==> src/rtl/rr_grant_arbiter4_if.sv <==
// Request/grant bundle between four clients and the shared-resource arbiter.
// master = request side, slave = arbiter side.
interface rr_grant_arbiter4_if;
    logic [3:0] req;
    logic       rr_en;
    logic [3:0] gnt;
    logic [1:0] gnt_id;
    logic       gnt_valid;
    logic       preempt;

    modport master (
        output req,
        output rr_en,
        input  gnt,
        input  gnt_id,
        input  gnt_valid,
        input  preempt
    );

    modport slave (
        input  req,
        input  rr_en,
        output gnt,
        output gnt_id,
        output gnt_valid,
        output preempt
    );
endinterface

==> src/rtl/rr_grant_arbiter4.sv <==
// Purpose: four-client arbiter, fixed (req[3] highest) or round-robin order, with a hold-time limit.
// Latency: request to grant 1 cycle from IDLE; release drops the grant 1 cycle after req falls.
// Backpressure: clients hold req until done; an owner is preempted after MAX_HOLD cycles under contention.
module rr_grant_arbiter4 #(
    parameter int unsigned MAX_HOLD = 8
) (
    input  logic                 clk,
    input  logic                 rst_n,
    rr_grant_arbiter4_if.slave   bus
);

    localparam logic [7:0] HOLD_LIMIT = 8'(MAX_HOLD);
    localparam logic       HOLD_EN    = (MAX_HOLD != 0);

    typedef enum logic {
        IDLE,
        GRANT
    } state_t;

    state_t     state_q,    state_d;
    logic [3:0] gnt_q,      gnt_d;
    logic [1:0] gnt_id_q,   gnt_id_d;
    logic       gnt_vld_q,  gnt_vld_d;
    logic       preempt_q,  preempt_d;
    logic [1:0] last_id_q,  last_id_d;
    logic [7:0] hold_cnt_q, hold_cnt_d;
    logic [1:0] mask_id_q,  mask_id_d;
    logic       mask_v_q,   mask_v_d;

    logic [3:0] cand;
    logic [3:0] owner_oh;
    logic [3:0] others;
    logic [1:0] winner;

    function automatic logic [3:0] onehot(input logic [1:0] id);
        onehot = 4'b0001 << id;
    endfunction

    // Highest set index wins, matching the 4-to-2 priority encoder.
    function automatic logic [1:0] fixed_pick(input logic [3:0] c);
        fixed_pick = 2'd0;
        for (int i = 0; i < 4; i++) begin
            if (c[i]) begin
                fixed_pick = 2'(i);
            end
        end
    endfunction

    // Ascending search starting just after the last owner, wrapping mod 4.
    function automatic logic [1:0] rr_pick(input logic [3:0] c, input logic [1:0] last);
        logic [1:0] idx;
        logic       found;
        rr_pick = 2'd0;
        found   = 1'b0;
        for (int i = 1; i <= 4; i++) begin
            idx = last + 2'(i);
            if (!found && c[idx]) begin
                rr_pick = idx;
                found   = 1'b1;
            end
        end
    endfunction

    always_comb begin
        cand     = bus.req & ~(mask_v_q ? onehot(mask_id_q) : 4'b0000);
        owner_oh = onehot(gnt_id_q);
        others   = bus.req & ~owner_oh;
        winner   = bus.rr_en ? rr_pick(cand, last_id_q) : fixed_pick(cand);
    end

    always_comb begin
        state_d    = state_q;
        gnt_d      = gnt_q;
        gnt_id_d   = gnt_id_q;
        gnt_vld_d  = gnt_vld_q;
        preempt_d  = 1'b0;
        last_id_d  = last_id_q;
        hold_cnt_d = hold_cnt_q;
        mask_id_d  = mask_id_q;
        mask_v_d   = mask_v_q;

        unique case (state_q)
            IDLE: begin
                // The mask only ever influences this one decision.
                mask_v_d = 1'b0;
                if (cand != 4'b0000) begin
                    state_d    = GRANT;
                    gnt_d      = onehot(winner);
                    gnt_id_d   = winner;
                    gnt_vld_d  = 1'b1;
                    hold_cnt_d = 8'd1;
                end
            end

            GRANT: begin
                if (!bus.req[gnt_id_q]) begin
                    state_d   = IDLE;
                    gnt_d     = 4'b0000;
                    gnt_id_d  = 2'd0;
                    gnt_vld_d = 1'b0;
                    last_id_d = gnt_id_q;
                end else if (HOLD_EN && hold_cnt_q == HOLD_LIMIT && others != 4'b0000) begin
                    state_d   = IDLE;
                    gnt_d     = 4'b0000;
                    gnt_id_d  = 2'd0;
                    gnt_vld_d = 1'b0;
                    preempt_d = 1'b1;
                    last_id_d = gnt_id_q;
                    mask_id_d = gnt_id_q;
                    mask_v_d  = 1'b1;
                end else if (hold_cnt_q != 8'hFF) begin
                    hold_cnt_d = hold_cnt_q + 8'd1;
                end
            end

            default: begin
                state_d = IDLE;
            end
        endcase
    end

    always_ff @(posedge clk) begin
        if (!rst_n) begin
            state_q    <= IDLE;
            gnt_q      <= 4'b0000;
            gnt_id_q   <= 2'd0;
            gnt_vld_q  <= 1'b0;
            preempt_q  <= 1'b0;
            last_id_q  <= 2'd3;
            hold_cnt_q <= 8'd0;
            mask_id_q  <= 2'd0;
            mask_v_q   <= 1'b0;
        end else begin
            state_q    <= state_d;
            gnt_q      <= gnt_d;
            gnt_id_q   <= gnt_id_d;
            gnt_vld_q  <= gnt_vld_d;
            preempt_q  <= preempt_d;
            last_id_q  <= last_id_d;
            hold_cnt_q <= hold_cnt_d;
            mask_id_q  <= mask_id_d;
            mask_v_q   <= mask_v_d;
        end
    end

    assign bus.gnt       = gnt_q;
    assign bus.gnt_id    = gnt_id_q;
    assign bus.gnt_valid = gnt_vld_q;
    assign bus.preempt   = preempt_q;

endmodule

==> src/flat_wrapper.sv <==
// flat-port wrapper written by rule: the top's interface ports become plain ports
module rr_grant_arbiter4_flat 
#(
    parameter int unsigned MAX_HOLD = 8
)
  (clk, rst_n, bus_req, bus_rr_en, bus_gnt, bus_gnt_id, bus_gnt_valid, bus_preempt);
  rr_grant_arbiter4_if bus_i ();
  input  logic clk;
  input  logic rst_n;
  input wire logic [$bits(bus_i.req)-1:0] bus_req;
  input wire logic [$bits(bus_i.rr_en)-1:0] bus_rr_en;
  output wire logic [$bits(bus_i.gnt)-1:0] bus_gnt;
  output wire logic [$bits(bus_i.gnt_id)-1:0] bus_gnt_id;
  output wire logic [$bits(bus_i.gnt_valid)-1:0] bus_gnt_valid;
  output wire logic [$bits(bus_i.preempt)-1:0] bus_preempt;
  assign bus_i.req = bus_req;
  assign bus_i.rr_en = bus_rr_en;
  assign bus_gnt = bus_i.gnt;
  assign bus_gnt_id = bus_i.gnt_id;
  assign bus_gnt_valid = bus_i.gnt_valid;
  assign bus_preempt = bus_i.preempt;
  rr_grant_arbiter4 #(.MAX_HOLD(MAX_HOLD)) u_core (.clk(clk), .rst_n(rst_n), .bus(bus_i));
endmodule
==> config.mk <==
export PLATFORM = sky130hd
export DESIGN_NAME = rr_grant_arbiter4_flat
export DESIGN_NICKNAME = d
export VERILOG_FILES = /design/src/rtl/rr_grant_arbiter4_if.sv /design/src/rtl/rr_grant_arbiter4.sv /design/src/flat_wrapper.sv
export SDC_FILE = /design/constraint.sdc
export NUM_CORES = 1
export LEC_CHECK = 0
export BUFFER_PORTS_ARGS = -buffer_cell sky130_fd_sc_hd__buf_2
export CAP_MARGIN = 20
export CORE_MARGIN = 4
export CORE_UTILIZATION = 49
export DETAILED_ROUTE_END_ITERATION = 7
export GPL_ROUTABILITY_DRIVEN = 0
export GPL_TIMING_DRIVEN = 0
export PLACE_DENSITY = 0.67
export SETUP_SLACK_MARGIN = 0.5
export SKIP_LAST_GASP = 1
export SYNTH_ARGS = -nofsm -noshare
export SYNTH_HDL_FRONTEND = slang
export SYNTH_SLANG_ARGS = --single-unit
==> constraint.sdc <==
create_clock -name clk -period 4.8 [get_ports clk]
set_clock_uncertainty 0.1 [all_clocks]
set_input_delay 0.96 -clock clk [delete_from_list [all_inputs] [get_ports clk]]
set_output_delay 0.96 -clock clk [all_outputs]
set_load 0.005 [all_outputs]
Word-level counts from Yosys, hierarchy flattened. Index checks and enable logic that the tools add are counted.

Reductions and logical operators: 15. $lt $le $gt $ge: 5. Bitwise operators: 5. Shifts and indexed selects: 3. Muxes and demuxes: 49. $add $sub $neg: 4. Eq/ne operators: 9.

Operators by type and width (count): two-way mux 8 bit (4); two-way mux 2 bit (12); two-way mux 1 bit (18); two-way mux 4 bit (4); one-hot mux 8 bit (2 select lines) (1); less-than comparator 2 x 3 -> 1 bit (second input constant) (5); left shift 1 x 2 -> 4 bit (first input constant) (3); binary-select mux 1 bit (select 2 bit) (5); != test 2 bit (second input constant) (5); adder 8 x 1 -> 8 bit (second input constant) (1); AND 4 bit (2); == test 8 x 4 -> 1 bit (second input constant) (1); != test 8 bit (second input constant) (1); inverter 4 bit (2); one-hot mux 4 bit (2 select lines) (1); nonzero test 4 bit (2); one-hot mux 1 bit (2 select lines) (3); AND reduction 2 bit (3); AND reduction 3 bit (2); adder 2 bit (second input constant) (2); logical AND 1 bit (4); one-hot mux 2 bit (2 select lines) (1); AND reduction 4 bit (1); zero test 1 bit (3); 4 further kinds (4).

Bits in registers: 22. Output and inout bits: 8. Input bits: 7.

Logic depth before layout (Yosys ltp).
Word-level depth: 20. Mapped depth: 8. Mapped depth without buffers: 7.

Worst setup path before layout. OpenSTA, ideal clock, no wires.

Kind: input port to flip-flop. Start point: in bus_req[3]. End point: reg u_core.gnt_q[2] (netlist: u_core.bus.gnt[2]). Data arrival time: 2347 ps. Buffers on the path: 1. Setup slack: 2236 ps. Data required time: 4583 ps. Stages on the path: 7. Path through: buf_2 nand2b_1 o221a_1 o311ai_1 nor3_1 or3b_1 a22o_1.

Word-level cells in the longest chain between the ends: 17. Elaborated cells between the ends (all ways): 37. Classes of those cells: 2 x eq/ne; 1 x shift; 22 x mux; 2 x bitwise; 10 x reduce/logical.

RTL lines: start, declared (line flat_wrapper.sv:10) `input wire logic [$bits(bus_i.req)-1:0] bus_req;`; AND 4 bit (line rr_grant_arbiter4.sv:65) `cand = bus.req & ~(mask_v_q ? onehot(mask_id_q) : 4'b0000);`; binary-select mux 1 bit (select 2 bit) (line rr_grant_arbiter4.sv:57) `if (!found && c[idx]) begin`; two-way mux 1 bit (implied by the code) (line rr_grant_arbiter4.sv:57); two-way mux 1 bit (line rr_grant_arbiter4.sv:57); zero test 1 bit (line rr_grant_arbiter4.sv:57); logical AND 1 bit (line rr_grant_arbiter4.sv:57); two-way mux 1 bit (line rr_grant_arbiter4.sv:57); zero test 1 bit (line rr_grant_arbiter4.sv:57); logical AND 1 bit (line rr_grant_arbiter4.sv:57); two-way mux 1 bit (line rr_grant_arbiter4.sv:57); zero test 1 bit (line rr_grant_arbiter4.sv:57); logical AND 1 bit (line rr_grant_arbiter4.sv:57); two-way mux 2 bit (line rr_grant_arbiter4.sv:57); two-way mux 2 bit (line rr_grant_arbiter4.sv:68) `winner = bus.rr_en ? rr_pick(cand, last_id_q) : fixed_pick(cand);`; left shift 1 x 2 -> 4 bit (line rr_grant_arbiter4.sv:36) `onehot = 4'b0001 << id;`; two-way mux 4 bit (line rr_grant_arbiter4.sv:86) `if (cand != 4'b0000) begin`; one-hot mux 4 bit (2 select lines) (line rr_grant_arbiter4.sv:82) `unique case (state_q)`; end signal, assigned (line rr_grant_arbiter4.sv:135) `gnt_q <= gnt_d;`; end, declared (line rr_grant_arbiter4.sv:21) `logic [3:0] gnt_q, gnt_d;`.

Parallel ways exist; a longest one is shown, timed or not. The select of a mux whose other input is x is not followed. A chain may end at the register's enable or synchronous reset.

Worst setup path after layout. Ends and elaborated chain as after synthesis.

==> flow_metrics.tcl <==
set metrics [dict create \
    path_clk_slew_ns 0.12 \
    ys_seq_area_frac 0.324 \
    cp-start-kind "primary input" \
    leakage_nw 0.613 \
    vdd_drop_max_uv 331 \
    final_cell_mix "dfxtp_1, buf_2, nand2_1" \
    ys_top_cells_by_area "dfxtp_1, mux2i_1, nand2_1" \
    end_kind "flop" \
    hp-class "reg2reg" \
    yosysWarningCount 0 \
    seq_area_um2 440 \
    initial_core_util 0.530 \
    synth-xor-area-share 0.00644 \
    setup_tns_ns 0 \
    area_growth_pct 11.4 \
    yosysTopAreaCell "dfxtp_1" \
    synth_edf_count 0 \
    dieHeight_um 60.7 \
    p_int_mw 0.318 \
    grt_antenna_before_repair 0 \
    first_global_vias 1144 \
    synth_cell_type_count 56 \
    synthArstFlopShare 0 \
    syn_area_um2 1360 \
    final_common_cell "dfxtp_1" \
    core_area_um2 2570 \
    cts.root.buffer_cell "clkbuf_4" \
    die_w_um 60.7 \
    p_comb_frac 0.217 \
    slew_viol_final 0 \
    grt_setup_unrepaired "no" \
    muxShareOfSynthArea 0.0782 \
    synth_top_family_by_area "compound AO/OA/AOI/OAI gates" \
    seq_power_share 0.462 \
    pwr-share-clk 0.321 \
    num_vias 1214 \
    nFillCells 259 \
    avgSynthCellArea_um2 8.61 \
    r2r_setup_slack_ns 2.58 \
    drt_iter0_drc 74 \
    ctsHoldBuffers 0 \
    syn-num-nets 167 \
    drv_cap 0 \
    critPathMostFrequentCell "buf_2" \
    min_period_ns 2.53 \
    grtUsageTotal 0.177 \
    grt_pass1_wl_um 5000 \
    grt_max_degree 14 \
    cts_setup_buffers 0 \
    crit_type "in2reg" \
    hpwl_um 2200 \
    cts_htree_levels 1 \
    slowest_stage "or3b_1" \
    post-route-util 0.590 \
    synthFlopType "dfxtp_1" \
    hold_viol 0 \
    outcome "finished, final reports clean" \
    die_area_um2 3680 \
    ctsLongestPathBuffers 2 \
    cp_data_required_time_ns 4.91 \
    critical_path_arrival_ns 2.64 \
    antenna_cells 0 \
    p_sw_frac 0.273 \
    critPathMaxFanout 10 \
    p_per_area_nw_per_um2 289 \
    io_buffers 13 \
    routed_wl_um 2920 \
    crit_path_max_incr_delay_ns 0.44 \
    cts_tree "built" \
    multi_input_comb_area_um2 830 \
    cts_sinks 22 \
    power_switching_mw 0.120 \
    synth_seq_cells 22 \
    period_share 0.526 \
    synth_top_area_share 0.324 \
    max_freq_mhz 396 \
    max-slew-margin-rel 0.731 \
    drive_above_1_share 0.200 \
    final_nets 185 \
    synth_fa_ha_area_frac 0.0184 \
    cts_buffers 3 \
    drcViolationCount 0 \
    avgViaCountPerCell 5.92 \
    fin_ws_ns 2.27 \
    grt-ovfl-total 0 \
    synthSimpleGateAreaFrac 0.235 \
    post_cts_resize_count 0 \
    cp_cell_sequence "buf_2 > buf_2 > nand2b_1 > o221a_1 > o311ai_1 > nor3_1 > or3b_1 > a22o_1" \
    synth_cells 158 \
    fp-row-count 18 \
    synth_compound_area_frac 0.272 \
    drtAntennaViolNets 0 \
    drt_first_pass_iters 4 \
    worstMarginPinSlew_ns 0.403 \
    io_pins 15 \
    place_ws_ns 1.96 \
    wl_per_cell_um 14.2 \
    clkLatencyLatePin_ns 0.30 \
    setup_violations 0 \
]
-- cell usage after synthesis (2+ instances only) --
master,number
o22ai_2,2
and3_1,3
o211ai_1,5
buf_4,2
inv_1,9
nand2b_1,2
ha_1,2
a21oi_2,2
o21ai_1,2
a22o_1,2
a21oi_1,6
o21ai_0,4
dfxtp_1,22
mux2_1,2
a31oi_1,3
a311oi_1,2
nor2b_1,2
mux2i_1,5
nor2_1,8
or4_1,2
buf_2,3
nand2_1,13
nand3_1,8
nor3_1,7
or3_1,4
a211oi_1,2
o2bb2ai_1,2
clkbuf_1,4
-- power by group through the flow --
stage               clock network, mW  registers, mW  logic [mW]
floorplan                           0          0.206      0.0692
finish                          0.140          0.203      0.0951
CTS                             0.144          0.203      0.0952
global placement                    0          0.206      0.0916
global route                    0.152          0.205       0.106
detailed placement                  0          0.207      0.0944
-- layout make-up --
class | instances | area share
Multi-Input combinational cell | 117 | 0.547
Sequential cell | 22 | 0.291
Timing Repair Buffer | 13 | 0.0429
Buffer | 10 | 0.0372
Tap cell | 30 | 0.0248
Inverter | 9 | 0.0223
Clock inverter | 1 | 0.0198
Clock buffer | 3 | 0.0149
-- flip-flops by register name, indices dropped and copies added (netlist names) --
register and cells:
u_core.bus.preempt 1, u_core.bus.gnt_valid 1, u_core.bus.gnt_id 2, u_core.bus.gnt 4
u_core.mask_v_q 1, u_core.last_id_q 2, u_core.mask_id_q 2, u_core.state_q 1
u_core.hold_cnt_q 8
-- cells by family after synthesis --
| logic type | after synthesis |
|---|---|
| AO/OA/AOI/OAI | 46 |
| XOR/XNOR | 1 |
| adder cells (fa/ha/maj) | 2 |
| buffers and inverters | 19 |
| flip-flops | 22 |
| multiplexers | 9 |
| AND/OR/NAND/NOR | 59 |
-- critical path, delay by kind of cell --
family          cells  cell delay [ns]
compound gates      3             0.70
simple gates        3             0.68
buf+inv             2             0.28
-- path summary, 6_finish.rpt --
| check | start | to | cells after the start |
|---|---|---|---|
| setup reg to reg | u_core.hold_cnt_q[0]$_SDFFE_PN0P_ | u_core.bus.gnt[2]$_SDFFE_PN0P_ | 7 |
| hold / removal | u_core.bus.gnt[0]$_SDFFE_PN0P_ | u_core.bus.gnt[0]$_SDFFE_PN0P_ | 1 |
| hold reg to reg | u_core.bus.gnt[0]$_SDFFE_PN0P_ | u_core.bus.gnt[0]$_SDFFE_PN0P_ | 1 |
| setup / recovery | bus_req[3] | u_core.bus.gnt[2]$_SDFFE_PN0P_ | 8 |
-- per-layer routing --
layer | global-route usage | up-vias | part of all wire | routed length, um
met5 | 0 | - | 0 | 0
met4 | 0.0248 | 0 | 0.0045 | 13
met3 | 0.0511 | 2 | 0.058 | 169
met2 | 0.278 | 33 | 0.43 | 1240
met1 | 0.248 | 562 | 0.51 | 1490
li1 | - | 617 | - | -
-- metrics by stage --
stage          std cells  power [mW]  hold slack (ns)  area, um2
2_1_floorplan        158       0.275            0.356       1360
3_3_place_gp         201       0.298            0.346       1460
3_5_place_dp         201       0.301            0.344       1460
4_1_cts              205       0.442            0.379       1520
5_1_grt              205       0.463            0.399       1520
6_report             205       0.438            0.372       1520
Power figures use the tool's default switching activity.
